`src/rtl/cpu_types_pkg.sv`:
```
// ---------------------------------------------------------------------------
// cpu_types_pkg
// Shared types for the cache / memory-controller / RAM boundary.
//   word_t      : 32-bit bus word (addresses and data).
//   ramstate_t  : RAM handshake state reported by the RAM model or FPGA
//                 RAM wrapper (FREE, BUSY, ACCESS, ERROR).
//   ram_done()  : true when the RAM reports the end of an access, either
//                 successfully (ACCESS) or with a fault (ERROR).
// ---------------------------------------------------------------------------
package cpu_types_pkg;

  localparam int WORD_W = 32;

  typedef logic [WORD_W-1:0] word_t;

  typedef enum logic [1:0] {
    FREE   = 2'd0,
    BUSY   = 2'd1,
    ACCESS = 2'd2,
    ERROR  = 2'd3
  } ramstate_t;

  function automatic logic ram_done(ramstate_t s);
    return (s == ACCESS) || (s == ERROR);
  endfunction

endpackage

```
`src/rtl/memory_arbiter.sv`:
```
// ---------------------------------------------------------------------------
// memory_arbiter
// Single-core memory controller. Serialises the icache fetch port and the
// dcache read/write port onto one shared RAM port. Data requests have
// priority; a saturating starvation counter forces an instruction fetch
// through after STARVE_LIMIT consecutive data grants made while a fetch
// was pending. Coherence outputs are tied inactive (one core).
//
// Parameters
//   STARVE_LIMIT : data grants tolerated while iREN is pending (1..7)
// Ports
//   CLK, nRST               clock, synchronous active-low reset
//   iREN, iaddr             icache read request / word address
//   iwait, iload            icache stall / fetched instruction
//   dREN, dWEN, daddr,      dcache read / write request, address and
//   dstore                  write data
//   dwait, dload            dcache stall / read data
//   ccwait, ccinv,          coherence outputs, constant 0
//   ccsnoopaddr
//   ramREN, ramWEN,         RAM strobes, address and write data
//   ramaddr, ramstore       (registered, driven from the grant latches)
//   ramload, ramstate       RAM read data and handshake state
//   memerr                  sticky: an access finished with ERROR
// ---------------------------------------------------------------------------
module memory_arbiter
  import cpu_types_pkg::*;
#(
  parameter int STARVE_LIMIT = 4
) (
  input  logic      CLK,
  input  logic      nRST,
  // icache side
  input  logic      iREN,
  input  word_t     iaddr,
  output logic      iwait,
  output word_t     iload,
  // dcache side
  input  logic      dREN,
  input  logic      dWEN,
  input  word_t     daddr,
  input  word_t     dstore,
  output logic      dwait,
  output word_t     dload,
  // coherence (inactive in a single-core build)
  output logic      ccwait,
  output logic      ccinv,
  output word_t     ccsnoopaddr,
  // RAM side
  output logic      ramREN,
  output logic      ramWEN,
  output word_t     ramaddr,
  output word_t     ramstore,
  input  word_t     ramload,
  input  ramstate_t ramstate,
  // status
  output logic      memerr
);

  typedef enum logic [1:0] {
    IDLE   = 2'd0,
    IFETCH = 2'd1,
    DREAD  = 2'd2,
    DWRITE = 2'd3
  } state_t;

  localparam logic [2:0] LIMIT3 = 3'(STARVE_LIMIT);

  state_t     state;
  logic [2:0] starve_cnt;
  logic       done;
  logic       err_done;
  logic       i_done;
  logic       d_done;

  function automatic logic [2:0] sat_inc(logic [2:0] c);
    return (c >= LIMIT3) ? LIMIT3 : c + 3'd1;
  endfunction

  // A busy state finishes when the RAM reports ACCESS or ERROR. FREE is
  // treated like BUSY. While nRST is low the transaction is being
  // abandoned, so no completion pulse may reach the caches.
  assign done     = nRST && (state != IDLE) && ram_done(ramstate);
  assign err_done = done && (ramstate == ERROR);
  assign i_done   = done && (state == IFETCH);
  assign d_done   = done && ((state == DREAD) || (state == DWRITE));

  // Waits drop combinationally only for the owner in its completion cycle;
  // load data is zero everywhere else and on an ERROR completion.
  assign iwait = !i_done;
  assign dwait = !d_done;
  assign iload = (i_done && !err_done) ? ramload : '0;
  assign dload = (d_done && !err_done) ? ramload : '0;

  assign ccwait      = 1'b0;
  assign ccinv       = 1'b0;
  assign ccsnoopaddr = '0;

  // Arbitration and grant latching (IDLE -> busy) / completion (busy -> IDLE)
  always_ff @(posedge CLK) begin
    if (!nRST) begin
      state      <= IDLE;
      starve_cnt <= '0;
      memerr     <= 1'b0;
      ramREN     <= 1'b0;
      ramWEN     <= 1'b0;
      ramaddr    <= '0;
      ramstore   <= '0;
    end else begin
      case (state)
        IDLE: begin
          if (iREN && (starve_cnt == LIMIT3)) begin
            // Starvation guard overrides data priority.
            state      <= IFETCH;
            ramREN     <= 1'b1;
            ramaddr    <= iaddr;
            starve_cnt <= '0;
          end else if (dWEN) begin
            state    <= DWRITE;
            ramWEN   <= 1'b1;
            ramaddr  <= daddr;
            ramstore <= dstore;
            if (iREN) starve_cnt <= sat_inc(starve_cnt);
          end else if (dREN) begin
            state   <= DREAD;
            ramREN  <= 1'b1;
            ramaddr <= daddr;
            if (iREN) starve_cnt <= sat_inc(starve_cnt);
          end else if (iREN) begin
            state      <= IFETCH;
            ramREN     <= 1'b1;
            ramaddr    <= iaddr;
            starve_cnt <= '0;
          end
        end
        default: begin
          // Strobes stay up until the RAM finishes, even if the cache
          // has withdrawn its request in the meantime.
          if (done) begin
            state  <= IDLE;
            ramREN <= 1'b0;
            ramWEN <= 1'b0;
            if (err_done) memerr <= 1'b1;
          end
        end
      endcase
    end
  end

endmodule

```
`config.mk`:
```
export PLATFORM = sky130hd
export DESIGN_NAME = memory_arbiter
export DESIGN_NICKNAME = d
export VERILOG_FILES = /design/src/rtl/cpu_types_pkg.sv /design/src/rtl/memory_arbiter.sv
export SDC_FILE = /design/constraint.sdc
export NUM_CORES = 1
export LEC_CHECK = 0
export CAP_MARGIN = 40
export CORE_ASPECT_RATIO = 1.25
export CORE_MARGIN = 8
export CORE_UTILIZATION = 36
export CTS_BUF_LIST = sky130_fd_sc_hd__clkbuf_2 sky130_fd_sc_hd__clkbuf_4 sky130_fd_sc_hd__clkbuf_8
export CTS_CLUSTER_DIAMETER = 30
export CTS_CLUSTER_SIZE = 8
export DETAILED_ROUTE_END_ITERATION = 8
export PLACE_DENSITY = 0.84
export SYNTH_ARGS = -nofsm -noshare
export SYNTH_HDL_FRONTEND = slang
export SYNTH_SLANG_ARGS = --single-unit
```
`constraint.sdc`:
```
create_clock -name CLK -period 2.2 [get_ports CLK]
set_input_delay 0.55 -clock CLK [delete_from_list [all_inputs] [get_ports CLK]]
set_output_delay 0.55 -clock CLK [all_outputs]
set_load 0.05 [all_outputs]
```
==> flow_summary.toml, run 1 <==
[global_route]
wire_length_of_the_first_global_routing_pass_um = 26900
grt_usage = 0.220
grt_max_degree = 42
grt_pass1_vias = 4917
grt_remaining_overflow = 0
antenna_found_initial = 0

[synth]
synth_cell_types = 38
syn_inst = 493
postSynthAreaPerCell_um2 = 8.45
synth_seq_area_share = 0.346
synthesis.yosys.warnings = 0
ys_ff_latch = 72
syn_area_mm2 = 0.00417
synth_area_leaders = "dfxtp_1 35%, and2_1 9.6%, o221a_2 8.4%"
yosysTopAreaCell = "dfxtp_1"
post-synth-top-area-fraction = 0.346

[pwr]
leakage_power_of_the_design_nw = 3.33
p_total_mw = 4.59
p_switching_mw = 1.68
sw_frac_of_total = 0.366
share_seq_of_total_power = 0.330
p_comb_frac = 0.416
internal-power_mw = 2.91
p_per_area_mw_per_mm2 = 560
worst_ir_drop_vdd_v = 0.000405
p_clk_frac = 0.254

[clocking]
clock-sinks = 72
tritoncts_clock_tree = "built"
cts.clk_slew.worst_paths_ns = 0.08
cts-hold-fix-buffers = 0
cts-buffers-inserted = 9
clkLatencyLatePin_ns = 0.35
clock_tree.root_cell = "clkbuf_8"
clock_tree.htree_level_count = 3
cts_max_path_buffers = 2

[worst_setup_path]
worst_path_largest_cell_delay_ns = 0.21
crit_path_cell_trace = "clkdlybuf4s15_2, nand4b_1, nor2_4, buf_6, clkbuf_16, and2_4, buf_12"
criticalPathCategory = "in2out"
crit_path_max_fanout = 8
critPathSlowestCell = "clkdlybuf4s15_2"
timing.critical_path.arrival_ns = 1.72
worst_ep_required_time_ns = 1.65
critical_path_buf_inv_count = 4
category_of_the_worst_setup_path_launch_point = "input pin"
ff2ff_path_depth = 6
end_kind = "primary output"
timing.critical_path.depth = 7
cp_top_family = "buffers and inverters"

[sta]
hold_viol = 0
final_period_minus_worst_setup_slack_ns = 2.27
setup_violations = 32
timing.max_slew.rel_slack = 0.620
unrepaired_setup_endpoints_after_global_routing = "yes"
fmax_ghz = 0.441
timing.final.max_slew_violations = 0
post-route-worst-setup-slack_ns = -0.0658
hold_ws_ns = 0.476
post-route-period-util = 1.03
worst_pin_slew_ns = 0.568
fin_worst_skew_ns = 0.0110

[placed_design]
dp.final_hpwl_um = 14100
gp_congestion = 0.856
placement.io_buffers = 267
number_of_placed_instances_taps_included = 879

[routing]
final_wirelength_um = 18500
dr_total_vias = 4811
wl_per_cell_um = 20.5
antenna_violating_nets_post_route = 0
avgViaCountPerCell = 5.33
drcViolationCount = 0
dr.first_iter.drc_count = 227
firstDrtPassIters = 5

[outcome]
status = "finished, violations left"
violated_checks = "negative setup slack"

[floorplan]
die_x_um = 112
core_mm2 = 0.0115
starting_density_of_the_core = 0.364
full_die_area_mm2 = 0.0153
dieHeight_um = 136
std_cell_rows = 44
design.portCount = 302

[layout]
mostFrequentLayoutCells = "198 x clkdlybuf4s50_1, 74 x buf_12, 71 x dfxtp_1"
layout_commonest_cell = "clkdlybuf4s50_1"
number_of_nets_at_the_end_of_the_flow = 897
final-instance-count-excl-fill = 903
drive_gt1_frac = 0.305
synthToLayoutAreaGrowth_pct = 97.0
diodes = 0

[hold_path]
hold_crit_depth = 2
holdCritPathClass = "reg2reg"

[job]
cap_violations = 0
what timing repair did:
action | 4_1_cts | 5_1_grt
gates resized for setup | 11 | 4
cloned | 1 | 2
buffers inserted | 2 | 3
pin swaps | 2 | 2
endpoints found under the hold margin | 0 | 0
setup endpoints to repair | 65 | 32
power groups by stage:
stage	registers [mW]	logic [mW]	clock network, mW
2_1_floorplan	1.99	0.722	0
3_3_place_gp	1.54	1.85	0
3_5_place_dp	1.55	1.89	0
4_1_cts	1.52	1.90	1.19
5_1_grt	1.53	1.99	1.27
6_report	1.52	1.91	1.17
final timing paths:
path         slack, ns     endpoint     startpoint
min reg2reg       0.48       ramREN         ramREN
max              -0.07    iload[30]    ramstate[1]
min               0.48       ramREN         ramREN
max reg2reg       0.41  ramaddr[17]  starve_cnt[0]
through the flow:
stage / TNS [ns] / utilization / worst slack (ns) / area [um2]
floorplan: -12.02 / - / -0.376 / 4500
global placement: -25.90 / 0.686 / -0.385 / 7860
detailed placement: -28.05 / 0.686 / -0.411 / 7860
CTS: -0.166 / 0.710 / -0.0139 / 8130
global route: -2.73 / 0.717 / -0.0994 / 8210
finish: -1.56 / 0.717 / -0.0658 / 8210
registers in the layout, indices dropped and copies added, names as in the netlist:
name	cells
ramaddr	32
memerr	1
starve_cnt	3
ramREN	1
ramstore	32
state	2
ramWEN	1
routing by layer:
layer / vias to the layer above / wire length (um) / track usage
li1: 2254 / - / -
met1: 2291 / 7080 / 0.241
met2: 228 / 9570 / 0.396
met3: 38 / 1200 / 0.0556
met4: 0 / 657 / 0.0939
met5: - / 0 / 0
area by class of cell:
class	instances	area [um2]
Inverter	5	18.8
Timing Repair Buffer	310	3810
Tap cell	138	173
Clock buffer	11	139
Sequential cell	72	1440
Fill cell	817	3250
Multi-Input combinational cell	362	2540
Clock inverter	5	81.3
worst reg2reg max path, stage by stage, from the launching register on:
cell and delay (ns):
dfxtp_1 0.37, inv_1 0.06, ha_1 0.22, and3_2 0.27, buf_4 0.18, a221o_1 0.36
o221a_2 0.23
cells by family after synthesis:
group | Yosys count | synth area share
other cells | 1 | 0.000900
flops | 72 | 0.346
buf+inv | 92 | 0.118
fa+ha+maj | 2 | 0.00601
simple gates | 186 | 0.267
compound gates | 140 | 0.262
synth_stat cells:
library cell and number:
or3b_1 1, o21a_1 1, a221o_1 32, a31oi_1 2, or2_2 1, nand4b_1 1
inv_1 5, o221ai_1 1, clkbuf_1 37, dfxtp_1 72, nor3b_2 1, buf_4 35
nand2b_1 29, or2b_1 3, buf_2 12, o21ai_0 33, or4_1 1, o221a_2 31
nor2_2 1, conb_1 1, and2_1 64, and3_1 33, a211oi_1 1, a32oi_1 1
nand2_1 5, ha_1 2, nor3_1 1, buf_1 3, o221a_1 1, a221oi_2 1
or3b_2 1, or2_1 1, a311oi_1 1, nor2b_1 1, nor2_1 7, a21oi_1 35
or3b_4 1, nand3_1 34
Note: power is estimated with default switching activity, not from simulation.
==> run 2: changes to the inputs <==
--- a/config.mk
+++ b/config.mk
@@ -6,14 +6,13 @@
 export NUM_CORES = 1
 export LEC_CHECK = 0
 export CAP_MARGIN = 40
-export CORE_ASPECT_RATIO = 1.25
-export CORE_MARGIN = 8
-export CORE_UTILIZATION = 36
+export CORE_AREA = 2 2 118 120
 export CTS_BUF_LIST = sky130_fd_sc_hd__clkbuf_2 sky130_fd_sc_hd__clkbuf_4 sky130_fd_sc_hd__clkbuf_8
 export CTS_CLUSTER_DIAMETER = 30
 export CTS_CLUSTER_SIZE = 8
 export DETAILED_ROUTE_END_ITERATION = 8
-export PLACE_DENSITY = 0.84
+export DIE_AREA = 0 0 120 122
+export PLACE_DENSITY = 0.74
 export SYNTH_ARGS = -nofsm -noshare
 export SYNTH_HDL_FRONTEND = slang
 export SYNTH_SLANG_ARGS = --single-unit
==> flow_summary.toml, run 2 (synthesis results as in run 1) <==
[pwr]
leakage_power_of_the_design_nw = 3.31
p_per_area_mw_per_mm2 = 551
worst_ir_drop_vdd_v = 0.000486

[global_route]
grt_remaining_overflow = 0
grt_pass1_vias = 4742
grt_max_degree = 36
wire_length_of_the_first_global_routing_pass_um = 25700
antenna_found_initial = 1
grt_usage = 0.224

[worst_setup_path]
worst_ep_required_time_ns = 1.65
category_of_the_worst_setup_path_launch_point = "flop"
end_kind = "primary output"
ff2ff_setup_slack_ns = 0.41
crit_path_max_fanout = 8
criticalPathCategory = "reg2out"
timing.critical_path.arrival_ns = 1.63

[layout]
final_cell_area_mm2 = 0.00821
number_of_nets_at_the_end_of_the_flow = 894
layout_commonest_cell = "clkdlybuf4s50_1"
registers_with_the_most_flip_flops = "ramaddr x32, ramstore x32, starve_cnt x3"
mostFrequentLayoutCells = "195 x clkdlybuf4s50_1, 74 x buf_12, 71 x dfxtp_1"
drive_gt1_frac = 0.306
synthToLayoutAreaGrowth_pct = 97.2
final-instance-count-excl-fill = 943

[sta]
hold_ws_ns = 0.472
fin_worst_skew_ns = 0.0151
fmax_ghz = 0.459
final_period_minus_worst_setup_slack_ns = 2.18
tns_ns = 0
worst_pin_slew_ns = 0.555
post-route-worst-setup-slack_ns = 0.0191
timing.max_slew.rel_slack = 0.629
setup_violations = 0
unrepaired_setup_endpoints_after_global_routing = "yes"
post-route-period-util = 0.991
hold_viol = 0
timing.final.max_slew_violations = 0

[floorplan]
starting_density_of_the_core = 0.308
std_cell_rows = 43
dieHeight_um = 122
core_mm2 = 0.0135
die_x_um = 120
full_die_area_mm2 = 0.0146
design.portCount = 302

[job]
cap_violations = 0

[outcome]
status = "completed"

[placed_design]
dp.final_hpwl_um = 12900
number_of_placed_instances_taps_included = 918
placement.io_buffers = 267
gp_congestion = 0.805
post-place-ws_ns = -0.398
instance_area_after_placement_mm2 = 0.00788

[clocking]
clkLatencyLatePin_ns = 0.36
cts.clk_slew.worst_paths_ns = 0.06
cts_max_path_buffers = 2
tritoncts_clock_tree = "built"
cts-buffers-inserted = 9
clock_tree.root_cell = "clkbuf_8"
clock-sinks = 72
cts-hold-fix-buffers = 0
clock_tree.htree_level_count = 3

[hold_path]
holdCritPathClass = "reg2reg"

[routing]
drcViolationCount = 0
firstDrtPassIters = 4
wl_met1_um = 6420
detailroute.wirelength.met3_um = 1350
final_wirelength_um = 17200
dr.first_iter.drc_count = 430
antenna_violating_nets_post_route = 0
dr_total_vias = 4836
avgViaCountPerCell = 5.13
met2RoutedLength_um = 8800
wl_per_cell_um = 18.3
topRoutingLayerUsed = "met4"
run 2: changes by cell type in the layout (fill, tap and decap cells not counted), sizes merged:
| cell | previous run | this run |
|---|---|---|
| clkdlybuf4s50 | 198 | 195 |
| diode | 0 | 1 |
| clkdlybuf4s15 | 1 | 0 |
| clkbuf | 13 | 14 |
| bufinv | 2 | 1 |
| buf | 108 | 110 |
| clkinvlp | 1 | 0 |
run 2: through the flow:
step / utilization / total power [mW]
finish: 0.608 / 4.52
CTS: 0.605 / 4.54
global route: 0.608 / 4.72
global placement: 0.584 / 3.39
floorplan: - / 2.71
detailed placement: 0.584 / 3.43
run 2: path summary, 6_finish.rpt:
kind,start,cells after the start,endpoint
worst min-delay path,ramREN,2,ramREN
worst min register to register,ramREN,2,ramREN
worst max register to register,starve_cnt[0],6,ramaddr[12]
worst max-delay path,state[1],6,iload[30]
run 2: repair_timing:
item / in CTS / in global routing
setup buffers: 4 / 1
pin swaps: 2 / 2
endpoints found under the setup margin: 64 / 32
cloned: 2 / 1
hold endpoints to repair: 0 / 0
resized for setup: 16 / 1
run 2: per-layer routing:
| metal | track usage | up-vias |
|---|---|---|
| met2 | 0.382 | 229 |
| met3 | 0.0604 | 40 |
| li1 | - | 2258 |
| met4 | 0.118 | 0 |
| met5 | 0 | - |
| met1 | 0.255 | 2309 |
run 2: power by group:
group | switching, mW | internal, mW | total [mW]
Combinational | 1.10 | 0.803 | 1.90
Clock | 0.497 | 0.608 | 1.10
Sequential | 0.0736 | 1.44 | 1.52
Total | 1.67 | 2.85 | 4.52
run 2: cell type report:
cell class / count / area, um2
Fill cell: 1111 / 5290
Timing Repair Buffer: 307 / 3780
Multi-Input combinational cell: 362 / 2540
Sequential cell: 72 / 1440
Tap cell: 180 / 225
Clock buffer: 13 / 166
Clock inverter: 3 / 40.0
Inverter: 5 / 18.8
Antenna cell: 1 / 2.50
run 2: critical path, stage by stage (launching register included):
cell and delay (ns):
dfxtp_2 0.32, nand4b_1 0.24, nor2_4 0.17, buf_6 0.13
clkbuf_16 0.14, and2_4 0.15, buf_12 0.13
==> run 3: changes to the inputs <==
--- a/config.mk
+++ b/config.mk
@@ -12,7 +12,7 @@
 export CTS_CLUSTER_SIZE = 8
 export DETAILED_ROUTE_END_ITERATION = 8
 export DIE_AREA = 0 0 120 122
-export PLACE_DENSITY = 0.74
+export PLACE_DENSITY_LB_ADDON = 0.15
 export SYNTH_ARGS = -nofsm -noshare
 export SYNTH_HDL_FRONTEND = slang
 export SYNTH_SLANG_ARGS = --single-unit
==> flow_summary.toml, run 3 (synthesis results as in run 1) <==
[worst_setup_path]
timing.critical_path.arrival_ns = 1.65
criticalPathCategory = "in2out"
category_of_the_worst_setup_path_launch_point = "input pin"
crit_path_max_fanout = 16
end_kind = "primary output"
worst_ep_required_time_ns = 1.65

[outcome]
status = "completed"

[clocking]
clock-sinks = 72
clkLatencyLatePin_ns = 0.36
cts-buffers-inserted = 9
cts.clk_slew.worst_paths_ns = 0.08
cts-hold-fix-buffers = 0
clock_tree.htree_level_count = 3
cts_max_path_buffers = 2
tritoncts_clock_tree = "built"
clock_tree.root_cell = "clkbuf_8"

[sta]
hold_viol = 0
hold_ws_ns = 0.468
fmax_ghz = 0.455
fin_worst_skew_ns = 0.0117
final_period_minus_worst_setup_slack_ns = 2.20
post-route-period-util = 0.999
timing.final.max_slew_violations = 0
unrepaired_setup_endpoints_after_global_routing = "yes"
worst_pin_slew_ns = 0.563
timing.max_slew.rel_slack = 0.623
setup_violations = 0

[routing]
dr_total_vias = 4832
dr.first_iter.drc_count = 415
wl_per_cell_um = 17.7
drcViolationCount = 0
antenna_violating_nets_post_route = 0
final_wirelength_um = 16700
firstDrtPassIters = 5
avgViaCountPerCell = 5.12

[layout]
diodes = 0
drive_gt1_frac = 0.306
synthToLayoutAreaGrowth_pct = 98.3
number_of_nets_at_the_end_of_the_flow = 896
n_fill_cell = 1118
multi_input_area_mm2 = 0.00254
final_cell_area_mm2 = 0.00826
seq_area_mm2 = 0.00144
final-instance-count-excl-fill = 944
finish.utilization = 0.612
mostFrequentLayoutCells = "198 x clkdlybuf4s50_1, 72 x buf_12, 71 x dfxtp_1"
layout_commonest_cell = "clkdlybuf4s50_1"
registers_with_the_most_flip_flops = "ramaddr x32, ramstore x32, starve_cnt x3"

[floorplan]
core_mm2 = 0.0135
design.portCount = 302
die_x_um = 120
full_die_area_mm2 = 0.0146
starting_density_of_the_core = 0.308
dieHeight_um = 122
std_cell_rows = 43

[global_route]
grt_usage = 0.214
antenna_found_initial = 0
grt_remaining_overflow = 0
grt_max_degree = 37
wire_length_of_the_first_global_routing_pass_um = 25000
grt_pass1_vias = 4571

[pwr]
leakage_power_of_the_design_nw = 3.32
worst_ir_drop_vdd_v = 0.000534
p_per_area_mw_per_mm2 = 575
p_total_mw = 4.75

[placed_design]
number_of_placed_instances_taps_included = 921
dp.final_hpwl_um = 11900
placement.io_buffers = 267
instance_area_after_placement_mm2 = 0.00789
gp_congestion = 0.747

[hold_path]
holdCritPathClass = "reg2reg"

[job]
cap_violations = 0
[run 3: critical path, stage by stage]
cell	delay, ns
clkdlybuf4s15_2	0.22
nand4b_1	0.18
nor2_4	0.12
buf_4	0.12
buf_12	0.14
and2_2	0.17
buf_12	0.13
[run 3: final cells by class]
cell class | count | share of cell area
Timing Repair Buffer | 309 | 0.457
Multi-Input combinational cell | 362 | 0.308
Sequential cell | 72 | 0.175
Tap cell | 180 | 0.0273
Clock inverter | 7 | 0.0154
Clock buffer | 9 | 0.0150
Inverter | 5 | 0.00227
[run 3: through the flow]
stage / TNS, ns / worst slack [ns]
after floorplan: -12.02 / -0.376
after global routing: -1.90 / -0.0700
after CTS: -0.912 / -0.0404
final: 0 / 0.00170
after detailed placement: -23.48 / -0.418
after global placement: -20.53 / -0.368
[run 3: where the power goes]
part / internal [mW] / switching (mW)
Clock: 0.769 / 0.558
Sequential: 1.44 / 0.0753
Combinational: 0.810 / 1.09
[run 3: worst paths after layout]
kind,from,end,slack (ns),cells past startpoint
min,ramREN,ramREN,0.47,2
max,nRST,iload[0],0.002,7
min reg2reg,ramREN,ramREN,0.47,2
max reg2reg,starve_cnt[0],ramaddr[19],0.41,6
[run 3: routing by layer]
| metal | up-vias | wire length [um] | GRT usage |
|---|---|---|---|
| li1 | 2258 | - | - |
| met1 | 2345 | 6750 | 0.260 |
| met2 | 201 | 8230 | 0.351 |
| met3 | 28 | 1470 | 0.0801 |
| met4 | 0 | 303 | 0.0654 |
| met5 | - | 0 | 0 |
[run 3: repair_timing]
item / in CTS / in global routing
buffers inserted: 2 / 1
endpoints found under the setup margin: 64 / 64
gates resized for setup: 8 / 5
pin swaps: 2 / 1
gates cloned: 1 / 3
